$ cat config.mk
export PLATFORM = sky130hd
export DESIGN_NAME = tx_word_serializer
export DESIGN_NICKNAME = d
export VERILOG_FILES = /design/src/rtl/tx_word_serializer.sv
export SDC_FILE = /design/constraint.sdc
export NUM_CORES = 1
export LEC_CHECK = 0
export CAP_MARGIN = 15
export CORE_MARGIN = 2
export CORE_UTILIZATION = 52
export CTS_CLUSTER_SIZE = 12
export DETAILED_ROUTE_END_ITERATION = 8
export GPL_TIMING_DRIVEN = 0
export PLACE_DENSITY = 0.94
export SLEW_MARGIN = 20
export SYNTH_ARGS = -nofsm -noshare
export SYNTH_HDL_FRONTEND = slang
export SYNTH_SLANG_ARGS = --single-unit
export TNS_END_PERCENT = 100
$ cat constraint.sdc
create_clock -name clk_i -period 6.02 [get_ports clk_i]
set_input_delay 1.806 -clock clk_i [delete_from_list [all_inputs] [get_ports clk_i]]
set_output_delay 1.806 -clock clk_i [all_outputs]
set_load 0.05 [all_outputs]
$ cat src/rtl/tx_word_serializer.sv
// tx_word_serializer: splits each accepted readout word into bytes for the UART,
// lowest enabled group first. At most one byte is emitted every two cycles.
module tx_word_serializer #(
    parameter int GROUPS = 4
) (
    input  logic                clk_i,
    input  logic                rst_i,
    input  logic [8*GROUPS-1:0] word_i,
    input  logic                stb_i,
    output logic                rdy_o,
    input  logic [GROUPS-1:0]   grp_en_i,
    output logic [7:0]          byte_o,
    output logic                byte_stb_o,
    input  logic                uart_rdy_i,
    output logic                busy_o,
    output logic                ovf_o
);

    typedef enum logic [1:0] {IDLE, SEND, GAP} state_t;

    state_t              state;
    logic [8*GROUPS-1:0] wreg;
    logic [GROUPS-1:0]   pending;
    logic [GROUPS-1:0]   pending_clr;
    logic [7:0]          next_byte;

    // Byte of the lowest pending group; pending_clr drops that group's bit.
    always_comb begin
        next_byte = '0;
        for (int g = GROUPS - 1; g >= 0; g--) begin
            if (pending[g]) next_byte = wreg[8*g +: 8];
        end
        pending_clr = pending & (pending - GROUPS'(1));
    end

    always_ff @(posedge clk_i) begin
        if (state == IDLE && stb_i) wreg <= word_i;
    end

    always_ff @(posedge clk_i) begin
        if (rst_i) begin
            state      <= IDLE;
            pending    <= '0;
            rdy_o      <= 1'b1;
            busy_o     <= 1'b0;
            byte_stb_o <= 1'b0;
            byte_o     <= 8'h00;
            ovf_o      <= 1'b0;
        end else begin
            if (stb_i && !rdy_o) ovf_o <= 1'b1;
            case (state)
                IDLE: begin
                    if (stb_i) begin
                        pending <= grp_en_i;
                        rdy_o   <= 1'b0;
                        busy_o  <= 1'b1;
                        state   <= SEND;
                    end
                end
                SEND: begin
                    if (pending == '0) begin
                        rdy_o  <= 1'b1;
                        busy_o <= 1'b0;
                        state  <= IDLE;
                    end else if (uart_rdy_i) begin
                        byte_o     <= next_byte;
                        byte_stb_o <= 1'b1;
                        pending    <= pending_clr;
                        state      <= GAP;
                    end
                end
                // The UART ready flag lags our strobe by a cycle, so it is not trusted here.
                GAP: begin
                    byte_stb_o <= 1'b0;
                    if (pending == '0) begin
                        rdy_o  <= 1'b1;
                        busy_o <= 1'b0;
                        state  <= IDLE;
                    end else begin
                        state <= SEND;
                    end
                end
                default: state <= IDLE;
            endcase
        end
    end

endmodule

Yosys cells after proc, flatten, opt, wreduce, memory -nomap -nowiden

Index checks and enable logic that the tools add are counted.

Register bits: 50
Word-level logic and storage cells: 54
Output and inout bits: 12
Input bits: 40

Bitwise gates (word level): 2
Add/sub/neg operators: 1
Reduce and logical (&&, ||, !) cells: 14
Equality and inequality tests: 7
Multiplexer cells: 22

Operator list:

| cell                  | number |
|---|---|
| $mux W8               | 4 |
| $mux W4               | 3 |
| $reduce_and A3 Y1     | 3 |
| $pmux W4 S2           | 1 |
| $mux W1               | 7 |
| $mux W2               | 3 |
| $ne A2 B2 Y1 const B  | 3 |
| $pmux W1 S2           | 3 |
| $pmux W2 S3           | 1 |
| $reduce_bool A2 Y1    | 3 |
| $and A4 B4 Y4         | 1 |
| $logic_not A4 Y1      | 1 |
| $reduce_and A4 Y1     | 1 |
| $sub A4 B1 Y4 const B | 1 |
| $ne A3 B3 Y1 const B  | 1 |
| $eq A2 B1 Y1 const B  | 1 |
| $eq A2 B2 Y1 const B  | 1 |
| $logic_and A1 B1 Y1   | 2 |
| $logic_not A2 Y1      | 1 |
| $ne A2 B1 Y1 const B  | 1 |
| $reduce_and A2 Y1     | 1 |
| $reduce_or A2 Y1      | 1 |
| $logic_not A1 Y1      | 1 |
| $not A1 Y1            | 1 |

Depth between registers and ports, before layout

Word-level depth: 5
Mapped depth: 6

Least setup slack after synthesis

Ideal clock, no wire load.

Path kind: input -> register
From: in stb_i
To: reg wreg[0], enable pin
Setup slack: 3.010 ns
Arrival: 2.617 ns
Stages on the path: 1
Path buffers: 0
Cells stage by stage: and2_1

Word-level cells in the longest chain between the ends: 1

RTL lines:

| what                 | line | text |
|---|---|---|
| start, declared      | 9    | `input logic stb_i,` |
| $logic_and A1 B1 Y1  | 37   | `if (state == IDLE && stb_i) wreg <= word_i;` |
| end signal, assigned | 37   |  |
| end, declared        | 22   | `logic [8*GROUPS-1:0] wreg;` |

No other way between the ends.
A chain may end at the register's enable or synchronous reset.

Worst setup path after layout

From: in uart_rdy_i
To: reg byte_o[0]

Word-level cells in the longest chain between the ends: 1

RTL lines:

| what                        | line | text |
|---|---|---|
| start, declared             | 14   | `input logic uart_rdy_i,` |
| $reduce_and A3 Y1 (no line) | --   |  |
| end signal, assigned        | 66   | `byte_o <= next_byte;` |
| end, declared               | 12   | `output logic [7:0] byte_o,` |

No other way between the ends.

==> impl_metrics.py <==
metrics = {
    "cts": {
        "cts.repair.resized": 0,
        "cts_buffers": 5,
        "clock_latency_ns": 0.30,
        "cts_hold_buf": 0,
        "cts_setup_buffers": 0,
        "cts_tree": "yes",
        "clk_pin_slew_ns": 0.08,
        "htree_levels": 2,
        "clockBufferDepth": 2,
        "cts.sinks": 50,
        "cts_root_buffer": "clkbuf_8",
    },
    "floorplanning": {
        "initial_core_util_pct": 53.32,
        "dieArea_um2": 4567,
        "design.core.area_um2": 3943,
        "die_w_um": 67.58,
        "rows": 23,
        "dieHeight_um": 67.58,
        "ios": 52,
    },
    "grt": {
        "grt_max_degree": 34,
        "grt_pass1_vias": 1515,
        "overflow": 0,
        "grt_pass1_wl_um": 7169,
        "grt_antenna_before_repair": 0,
        "track_usage_pct": 21.60,
    },
    "critical_path": {
        "reg2reg_slack_ns": 3.95,
        "worst_path_largest_cell_delay_ns": 0.77,
        "r2r-end": "byte_o[0]",
        "critPathKind": "primary input to flop",
        "arrival_ns": 3.63,
        "reg2reg_from": "state[1]",
        "r2r_cells": 5,
        "cp-start-kind": "primary input",
        "critPathTopFamily": "simple AND/OR/NAND/NOR gates",
        "cp_slowest_cell": "nor3_1",
        "crit_chain": "clkdlybuf4s50_1 -> nand2_1 -> nor3_1 -> a32o_2",
        "cp.required_ns": 6.26,
        "path_max_fanout": 8,
        "cp.depth": 4,
        "end_kind": "flop",
        "crit_buf_inv": 1,
    },
    "layout": {
        "syn_to_final_growth_pct": 31.85,
        "antenna_cells": 0,
        "fin_nets": 263,
        "drive_above_1_share_pct": 10.09,
        "final.fill_count": 261,
    },
    "power": {
        "ir_drop_mv": 0.2035,
        "combPwrFrac_pct": 19.7,
        "switching_share_pct": 26.56,
        "power_leakage_nw": 1.024,
        "p_int_mw": 0.5537,
        "finalPower_mw": 0.7539,
        "p_sw_mw": 0.2002,
        "power_frac_clock_pct": 26.7,
        "power_density_nw_per_um2": 272.0,
        "seqPwrFrac_pct": 53.6,
    },
    "sta": {
        "setup_violations": 0,
        "finalHoldViolCount": 0,
        "relSlewSlack_pct": 33.51,
        "fin_crit_ns": 3.388,
        "fin_worst_skew_ns": 0.007423,
        "fin_crit_sh_pct": 56.28,
        "tightest_slew_ns": 0.9897,
        "drv_slew": 0,
        "finalSetupTns_ns": 0,
        "grt_setup_unrepaired": "false",
        "max_freq_mhz": 295.2,
    },
    "status": {
        "status": "finished, final reports clean",
    },
    "synth": {
        "netlist_top_cells_count": "edfxtp_1, dfxtp_1, nand2_1, nor2b_1, o21ai_0",
        "synth_fa_ha_area_share_pct": 3.571,
        "synth_ff_type": "edfxtp_1",
        "synth_edf_count": 32,
        "seq_area_frac_synth_pct": 62.86,
        "yosys_warnings": 0,
        "yosysMostFrequentCell": "edfxtp_1",
        "ys_async_sr_fraction_pct": 0,
        "yosysUniqueCellTypes": 42,
        "synth.avg_cell_area_um2": 13.22,
        "yosys.area.top_type": "edfxtp_1",
        "synth.area.top_cells": "edfxtp_1, dfxtp_1, a32o_2",
        "ys_seq_elements": 50,
        "synth_area_um2": 2102,
        "yosysTopAreaCellShare_pct": 45.71,
        "synth_mux_area_share_pct": 1.012,
        "synth-xor-area-share_pct": 0,
        "synth-compound-area-share_pct": 18.99,
        "synth_top_family_by_area": "compound AO/OA/AOI/OAI gates",
        "netlist_instances": 159,
        "syn_nets": 205,
        "synth-simple-area-share_pct": 9.940,
    },
    "placed_design": {
        "port_buffers": 51,
        "routabilityCongestion": 0.9068,
        "dp_hpwl_um": 3156,
    },
    "drt": {
        "initialDrtViolationCount": 152,
        "ant_nets": 0,
        "vias": 1538,
        "wl_per_cell_um": 16.71,
        "wirelength_um": 4477,
        "via_per_inst": 5.739,
        "drc": 0,
        "drt_first_pass_iters": 4,
    },
    "hold_path": {
        "hold_start": "busy_o",
        "min_to": "busy_o",
        "whs_path_depth": 2,
        "min_path_type": "flop to flop",
    },
    "job": {
        "max-cap-violations": 0,
    },
}
[cell type report]
cell class / instances / area (µm²) / area share [%]
Buffer: 9 / 50.05 / 1.806
Inverter: 7 / 26.28 / 0.9481
Sequential cell: 50 / 1321 / 47.68
Clock buffer: 6 / 82.58 / 2.980
Tap cell: 50 / 62.56 / 2.257
Timing Repair Buffer: 51 / 510.5 / 18.42
Multi-Input combinational cell: 93 / 705.7 / 25.46
Clock inverter: 2 / 12.51 / 0.4515
[layer usage]
layer / track usage (%) / vias to the layer above / share of wire [%]
met3: 6.000 / 8 / 7.1
met1: 28.10 / 732 / 42
met4: 8.418 / 0 / 1.2
met5: 0 / - / 0
met2: 34.19 / 64 / 50
li1: - / 734 / -
[metrics by stage]
step                      setup slack (ns)  utilization (%)  instances  instance area (µm²)  hold slack [ns]
after global placement               2.172            67.85        260                 2675           0.4563
after CTS                            2.665            70.30        268                 2771           0.4839
after floorplan                      3.010                -        159                 2102           0.4836
final                                2.632            70.30        268                 2771           0.4811
after detailed placement             2.377            67.88        260                 2676           0.4614
after global routing                 2.555            70.30        268                 2771           0.5047
[sequential cells by signal, indices dropped and copies added (netlist names)]
signal      flops
byte_stb_o      1
rdy_o           1
pending         4
busy_o          1
byte_o          8
wreg           32
ovf_o           1
state           2
[cells in the final DEF, fill, tap and decap left out, drive strengths merged, types with 3 or more instances in the layout]
master	count
buf	5
a21oi	5
dfxtp	18
o31ai	3
a221o	8
clkdlybuf4s50	51
edfxtp	32
o21ai	10
clkbuf	10
ha	6
inv	7
nand2	11
nor2b	11
a32o	10
[kinds of logic after synthesis]
family | Yosys count
mux | 2
compound gates | 48
fa+ha+maj | 6
flops | 50
buf+inv | 16
simple gates | 37
[tightest hold or removal path, cell delays in order (launching register included)]
cell,delay [ns]
dfxtp_1,0.32
o31ai_1,0.06
a21oi_1,0.06
[how the worst max path moves through the flow]
stage,from,end,slack (ns)
CTS,uart_rdy_i,byte_o[0],2.66
detailed placement,uart_rdy_i,byte_o[0],2.38
global placement,stb_i,wreg[10],2.17
finish,uart_rdy_i,byte_o[0],2.63
global route,uart_rdy_i,byte_o[6],2.55
floorplan,stb_i,wreg[0],3.01
[power by group through the flow]
stage	clock network [mW]	registers, mW	logic [mW]
2_1_floorplan	0	0.424	0.0768
3_3_place_gp	0	0.411	0.144
5_1_grt	0.217	0.407	0.161
4_1_cts	0.204	0.404	0.148
6_report	0.202	0.404	0.148
3_5_place_dp	0	0.412	0.147
Power figures use the tool's default switching activity.
